## config.mk

```make
export PLATFORM = sky130hd
export DESIGN_NAME = seq_counter_ctrl
export DESIGN_NICKNAME = d
export VERILOG_FILES = /design/src/rtl/seq_ctrl_pkg.sv /design/src/rtl/seq_table.sv /design/src/rtl/seq_counter_ctrl.sv
export SDC_FILE = /design/constraint.sdc
export NUM_CORES = 1
export LEC_CHECK = 0
export BUFFER_PORTS_ARGS = -buffer_cell sky130_fd_sc_hd__buf_2
export CAP_MARGIN = 40
export CORE_MARGIN = 3
export CORE_UTILIZATION = 55
export DETAILED_ROUTE_END_ITERATION = 8
export PLACE_DENSITY_LB_ADDON = 0.15
export SLEW_MARGIN = 20
export SYNTH_ARGS = -nofsm -noshare
export SYNTH_HDL_FRONTEND = slang
export SYNTH_HIERARCHICAL = 1
export SYNTH_SLANG_ARGS = --single-unit
```

## constraint.sdc

```tcl
create_clock -name i_clk -period 2.5 [get_ports i_clk]
set_input_delay 0.625 -clock i_clk [delete_from_list [all_inputs] [get_ports i_clk]]
set_output_delay 0.625 -clock i_clk [all_outputs]
set_load 0.1 [all_outputs]
```

## src/rtl/seq_ctrl_pkg.sv

```systemverilog
// Shared state encoding and default sequence table for the sequence counter controller.
package seq_ctrl_pkg;

  typedef enum logic [1:0] {
    ST_IDLE  = 2'd0,
    ST_RUN   = 2'd1,
    ST_PAUSE = 2'd2
  } state_e;

  localparam logic [2:0] SEQ0 = 3'b000;
  localparam logic [2:0] SEQ1 = 3'b011;
  localparam logic [2:0] SEQ2 = 3'b101;
  localparam logic [2:0] SEQ3 = 3'b110;

  // Entries beyond the standard four-step cycle reset to zero.
  function automatic logic [2:0] seq_default(input int unsigned i);
    case (i)
      0:       return SEQ0;
      1:       return SEQ1;
      2:       return SEQ2;
      3:       return SEQ3;
      default: return 3'b000;
    endcase
  endfunction

endpackage

```

## src/rtl/seq_table.sv

```systemverilog
// Sequence code register file: async reset to the default cycle, one write port,
// one combinational read port that forwards a same-cycle write.
module seq_table
  import seq_ctrl_pkg::*;
#(
  parameter int unsigned WIDTH = 3,
  parameter int unsigned DEPTH = 4
) (
  input  logic                     i_clk,
  input  logic                     i_reset_n,
  input  logic                     i_we,
  input  logic [$clog2(DEPTH)-1:0] i_waddr,
  input  logic [WIDTH-1:0]         i_wdata,
  input  logic [$clog2(DEPTH)-1:0] i_raddr,
  output logic [WIDTH-1:0]         o_rdata
);

  logic [WIDTH-1:0] r_mem [DEPTH];

  always_ff @(posedge i_clk or negedge i_reset_n) begin
    if (!i_reset_n) begin
      for (int unsigned i = 0; i < DEPTH; i++) begin
        r_mem[i] <= WIDTH'(seq_default(i));
      end
    end else if (i_we) begin
      r_mem[i_waddr] <= i_wdata;
    end
  end

  assign o_rdata = (i_we && (i_waddr == i_raddr)) ? i_wdata : r_mem[i_raddr];

endmodule

```

## src/rtl/seq_counter_ctrl.sv

```systemverilog
// Start/stop/step sequencer over a programmable code table, with prescaler and burst length.
module seq_counter_ctrl
  import seq_ctrl_pkg::*;
#(
  parameter int unsigned WIDTH   = 3,
  parameter int unsigned DEPTH   = 4,
  parameter int unsigned PS_W    = 4,
  parameter int unsigned BURST_W = 8
) (
  input  logic                     i_clk,
  input  logic                     i_reset_n,
  input  logic                     i_cmd_start,
  input  logic                     i_cmd_stop,
  input  logic                     i_cmd_step,
  input  logic [PS_W-1:0]          i_prescale,
  input  logic [BURST_W-1:0]       i_burst_len,
  input  logic                     i_cfg_we,
  input  logic [$clog2(DEPTH)-1:0] i_cfg_addr,
  input  logic [WIDTH-1:0]         i_cfg_data,
  output logic [WIDTH-1:0]         o_count,
  output logic [$clog2(DEPTH)-1:0] o_idx,
  output logic                     o_busy,
  output logic                     o_wrap,
  output logic                     o_done,
  output logic                     o_cfg_err
);

  localparam int unsigned AW = $clog2(DEPTH);

  state_e             r_state, w_state_next;
  logic [AW-1:0]      r_idx, w_idx_next, w_idx_adv;
  logic [PS_W-1:0]    r_psc, w_psc_next, r_ps, w_ps_next;
  logic [BURST_W-1:0] r_rem, w_rem_next;
  logic [WIDTH-1:0]   r_count, w_rdata;
  logic               r_busy, r_wrap, r_done, r_cfg_err;
  logic               w_wrap_next, w_done_next, w_cfg_err_next, w_last, w_tbl_we;

  assign w_last    = (r_idx == AW'(DEPTH - 1));
  assign w_idx_adv = w_last ? '0 : r_idx + 1'b1;
  // Writes are only accepted outside RUN; a RUN write is reported via cfg_err instead.
  assign w_tbl_we  = i_cfg_we && (r_state != ST_RUN);

  seq_table #(
    .WIDTH(WIDTH),
    .DEPTH(DEPTH)
  ) u_table (
    .i_clk    (i_clk),
    .i_reset_n(i_reset_n),
    .i_we     (w_tbl_we),
    .i_waddr  (i_cfg_addr),
    .i_wdata  (i_cfg_data),
    .i_raddr  (w_idx_next),
    .o_rdata  (w_rdata)
  );

  always_comb begin
    w_state_next   = r_state;
    w_idx_next     = r_idx;
    w_psc_next     = r_psc;
    w_ps_next      = r_ps;
    w_rem_next     = r_rem;
    w_wrap_next    = 1'b0;
    w_done_next    = 1'b0;
    w_cfg_err_next = 1'b0;
    unique case (r_state)
      ST_IDLE, ST_PAUSE: begin
        if (i_cmd_stop) begin
          w_idx_next = '0;
        end else if (i_cmd_start) begin
          w_state_next = ST_RUN;
          w_psc_next   = '0;
          w_ps_next    = i_prescale;
          if (r_state == ST_IDLE) begin
            w_idx_next = '0;
            w_rem_next = i_burst_len;
          end
        end else if (i_cmd_step) begin
          w_idx_next  = w_idx_adv;
          w_wrap_next = w_last;
        end
      end
      ST_RUN: begin
        w_cfg_err_next = i_cfg_we;
        if (i_cmd_stop) begin
          w_state_next = ST_PAUSE;
          w_psc_next   = '0;
        end else if (r_psc == r_ps) begin
          w_psc_next  = '0;
          w_idx_next  = w_idx_adv;
          w_wrap_next = w_last;
          // rem == 0 means a continuous run; otherwise count down to burst completion.
          if (r_rem == BURST_W'(1)) begin
            w_rem_next   = '0;
            w_state_next = ST_IDLE;
            w_done_next  = 1'b1;
          end else if (r_rem != '0) begin
            w_rem_next = r_rem - 1'b1;
          end
        end else begin
          w_psc_next = r_psc + 1'b1;
        end
      end
      default: w_state_next = ST_IDLE;
    endcase
  end

  always_ff @(posedge i_clk or negedge i_reset_n) begin
    if (!i_reset_n) begin
      r_state   <= ST_IDLE;
      r_idx     <= '0;
      r_psc     <= '0;
      r_ps      <= '0;
      r_rem     <= '0;
      r_count   <= '0;
      r_busy    <= 1'b0;
      r_wrap    <= 1'b0;
      r_done    <= 1'b0;
      r_cfg_err <= 1'b0;
    end else begin
      r_state   <= w_state_next;
      r_idx     <= w_idx_next;
      r_psc     <= w_psc_next;
      r_ps      <= w_ps_next;
      r_rem     <= w_rem_next;
      r_count   <= w_rdata;
      r_busy    <= (w_state_next == ST_RUN);
      r_wrap    <= w_wrap_next;
      r_done    <= w_done_next;
      r_cfg_err <= w_cfg_err_next;
    end
  end

  assign o_count   = r_count;
  assign o_idx     = r_idx;
  assign o_busy    = r_busy;
  assign o_wrap    = r_wrap;
  assign o_done    = r_done;
  assign o_cfg_err = r_cfg_err;

endmodule

```

==> flow_metrics.env <==
export IMPL_status="completed"
export IMPL_ir_drop_uv=768
export IMPL_synth_ff_type="dfrtp_1"
export IMPL_syn2layout_area_growth_pct=19.0
export IMPL_cts_tree="done"
export IMPL_async_flop_share=1.00
export IMPL_power_total_mw=2.94
export IMPL_cpLargestDelayFamily="multiplexers"
export IMPL_fin_worst_skew_ps=8.74
export IMPL_tns_ps=0
export IMPL_min_path_type="input port to asynchronous set/reset pin"
export IMPL_detail_route_antenna_nets=0
export IMPL_p_leak_nw=1.07
export IMPL_synthCells=174
export IMPL_hold_viol=0
export IMPL_cts_buffer_depth=2
export IMPL_tightestPinTransition_ps=490
export IMPL_cts_made_buffers=5
export IMPL_drt_iter0_drc=113
export IMPL_crit_path_end_kind="flop"
export IMPL_yosys_warnings=6
export IMPL_cts_max_level=2
export IMPL_dp_hpwl_mm=2.94
export IMPL_finalMaxSlewViolations=0
export IMPL_yosysTopAreaCellShare=0.410
export IMPL_core_area_um2=3440
export IMPL_p_per_area_nw_per_um2=1230
export IMPL_synth_seq_area_share=0.489
export IMPL_crit_slowest_cell="mux4_2"
export IMPL_drt_wirelength_per_cell_um=15.3
export IMPL_critical_path_class="flop to flop"
export IMPL_diodes=0
export IMPL_cp_num_buf_inv=1
export IMPL_period_minus_slack_ps=2450
export IMPL_setup_viol=0
export IMPL_ys_ff_latch=39
export IMPL_initial_core_util=0.585
export IMPL_postCtsHoldBufs=0
export IMPL_grt_pass1_wl_mm=6.73
export IMPL_port_buffers=31
export IMPL_n_fill_cell=272
export IMPL_netlist_area_um2=2010
export IMPL_grt_max_degree=40
export IMPL_synth_cell_type_count=47
export IMPL_maxCapViolations=0
export IMPL_firstDrtPassIters=4
export IMPL_die_area_um2=4420
export IMPL_clock_fmax_mhz=409
export IMPL_drt_drc_violations_left=0
export IMPL_die_width_um=66.5
export IMPL_clkLatencyLatePin_ps=280
export IMPL_crit_path_max_fanout=4
export IMPL_grtUsageTotal=0.199
export IMPL_postLayoutCoreUtil=0.695
export IMPL_antenna_found_initial=0
export IMPL_finalWeightedCongestion=0.837
export IMPL_synth_nets=201
export IMPL_io_pins=32
export IMPL_synth_largest_area_cell="dfrtp_1"
export IMPL_ys_top_cells_by_area="dfrtp_1, mux2_2, dfstp_2, mux4_2, nor2_1"
export IMPL_grt_pass1_vias=1492
export IMPL_wirelength_mm=4.08
export IMPL_maxSlewHeadroom=0.676
export IMPL_vias=1505
export IMPL_synth_edf_count=0
export IMPL_cpPeakStageDelay_ps=520
export IMPL_final_nets=247
export IMPL_crit_chain="xnor2_1 > nand4_1 > buf_4 > a2bb2oi_2 > nor2_2 > a22o_2 > mux4_2 > mux2_4"
export IMPL_synth_common_cells="dfrtp_1, nor2_1, mux2_2, o21ai_0, a21oi_1"
export IMPL_grt_ovfl_total=0
export IMPL_fp_dieH_um=66.5
export IMPL_avgViaCountPerCell=5.64
export IMPL_critPathArrivalTime_ps=2620
export IMPL_post_route_period_util=0.978
export IMPL_cts_root_buf="clkbuf_8"
export IMPL_drive_gt1_frac=0.434
export IMPL_clk_pin_slew_ps=80
export IMPL_start_kind="flop"
export IMPL_synthMostInstantiatedCell="dfrtp_1"
export IMPL_cp_required_ps=2670
export IMPL_rows=21
export IMPL_numClockSinks=39
export IMPL_syn_avg_cell_area_um2=11.6
## final cells by class
cell class,count,area [um2],area share
clock inverters,2,12.5,0.00523
inverters,2,7.51,0.00314
well taps,46,57.6,0.0240
repair buffers,44,265,0.111
flip-flops and latches,39,983,0.411
clock buffers,6,72.6,0.0303
multi-input cells,128,995,0.416
## routing by layer
layer,global-route usage,share of wire,vias up
met5,0,0,-
met4,0.0558,0.0052,0
met3,0.0455,0.041,5
met2,0.323,0.49,33
met1,0.267,0.46,736
li1,-,-,731
## final timing paths
kind	start	endpoint	slack, ps	cells after the start
min	i_reset_n	o_cfg_err	160	1
max reg2reg	r_psc[2]	o_count[1]	50	8
max in group asynchronous	i_reset_n	u_table/r_mem[7]	1880	2
min reg2reg	u_table/r_mem[4]	u_table/r_mem[4]	510	1
max	r_psc[2]	o_count[1]	50	8
min in group i_clk	u_table/r_mem[4]	u_table/r_mem[4]	510	1
## metrics by stage
stage	hold slack, ps	setup slack, ps	instance area, um2	std cells
final	155	54.7	2390	267
after global routing	150	-62.2	2390	267
after CTS	464	1.03	2300	259
after detailed placement	496	-6.91	2220	251
after global placement	486	76.3	2220	251
after floorplan	329	80.6	2010	174
## cells in the final DEF (no fill, tap or decap), types with 3 or more instances in the layout
cell | netlist | layout
buf_2 | 0 | 31
mux4_2 | 3 | 3
xnor2_1 | 6 | 5
dfstp_2 | 6 | 6
nor2_1 | 17 | 16
a211oi_1 | 3 | 3
dfrtp_1 | 33 | 33
mux2_2 | 16 | 16
nand2_1 | 8 | 8
mux2_4 | 3 | 3
clkbuf_8 | 0 | 5
o21ai_0 | 12 | 11
buf_4 | 2 | 12
nor4_1 | 3 | 3
a21oi_1 | 9 | 9
and2_1 | 3 | 3
ha_1 | 4 | 4
nor3_1 | 5 | 5
## registers in the layout (all words and copies together), names as in the netlist
signal / flops
r_psc: 4
o_count: 3
u_table/r_mem: 12
r_rem: 8
o_wrap: 1
r_ps: 4
o_cfg_err: 1
o_busy: 1
o_idx: 2
r_state: 2
o_done: 1
## where the power goes
group / internal (mW) / switching [mW]
logic: 0.572 / 0.821
clock network: 0.195 / 0.213
registers: 0.920 / 0.214
## cells by family (layout without fill, tap and decap cells)
logic type | after synthesis | count (layout) | synth area share
adder cells (fa/ha/maj) | 4 | 4 | 0.0249
XOR/XNOR | 8 | 8 | 0.0348
AO/OA/AOI/OAI | 38 | 38 | 0.119
buffers and inverters | 7 | 54 | 0.0261
AND/OR/NAND/NOR | 56 | 56 | 0.160
multiplexers | 22 | 22 | 0.146
flip-flops | 39 | 39 | 0.489
## what timing repair did
action                                  CTS  global route
setup buffers                             0             7
endpoints found under the setup margin    0             3
resized for setup                         0             6
(Power assumes the default switching activity.)
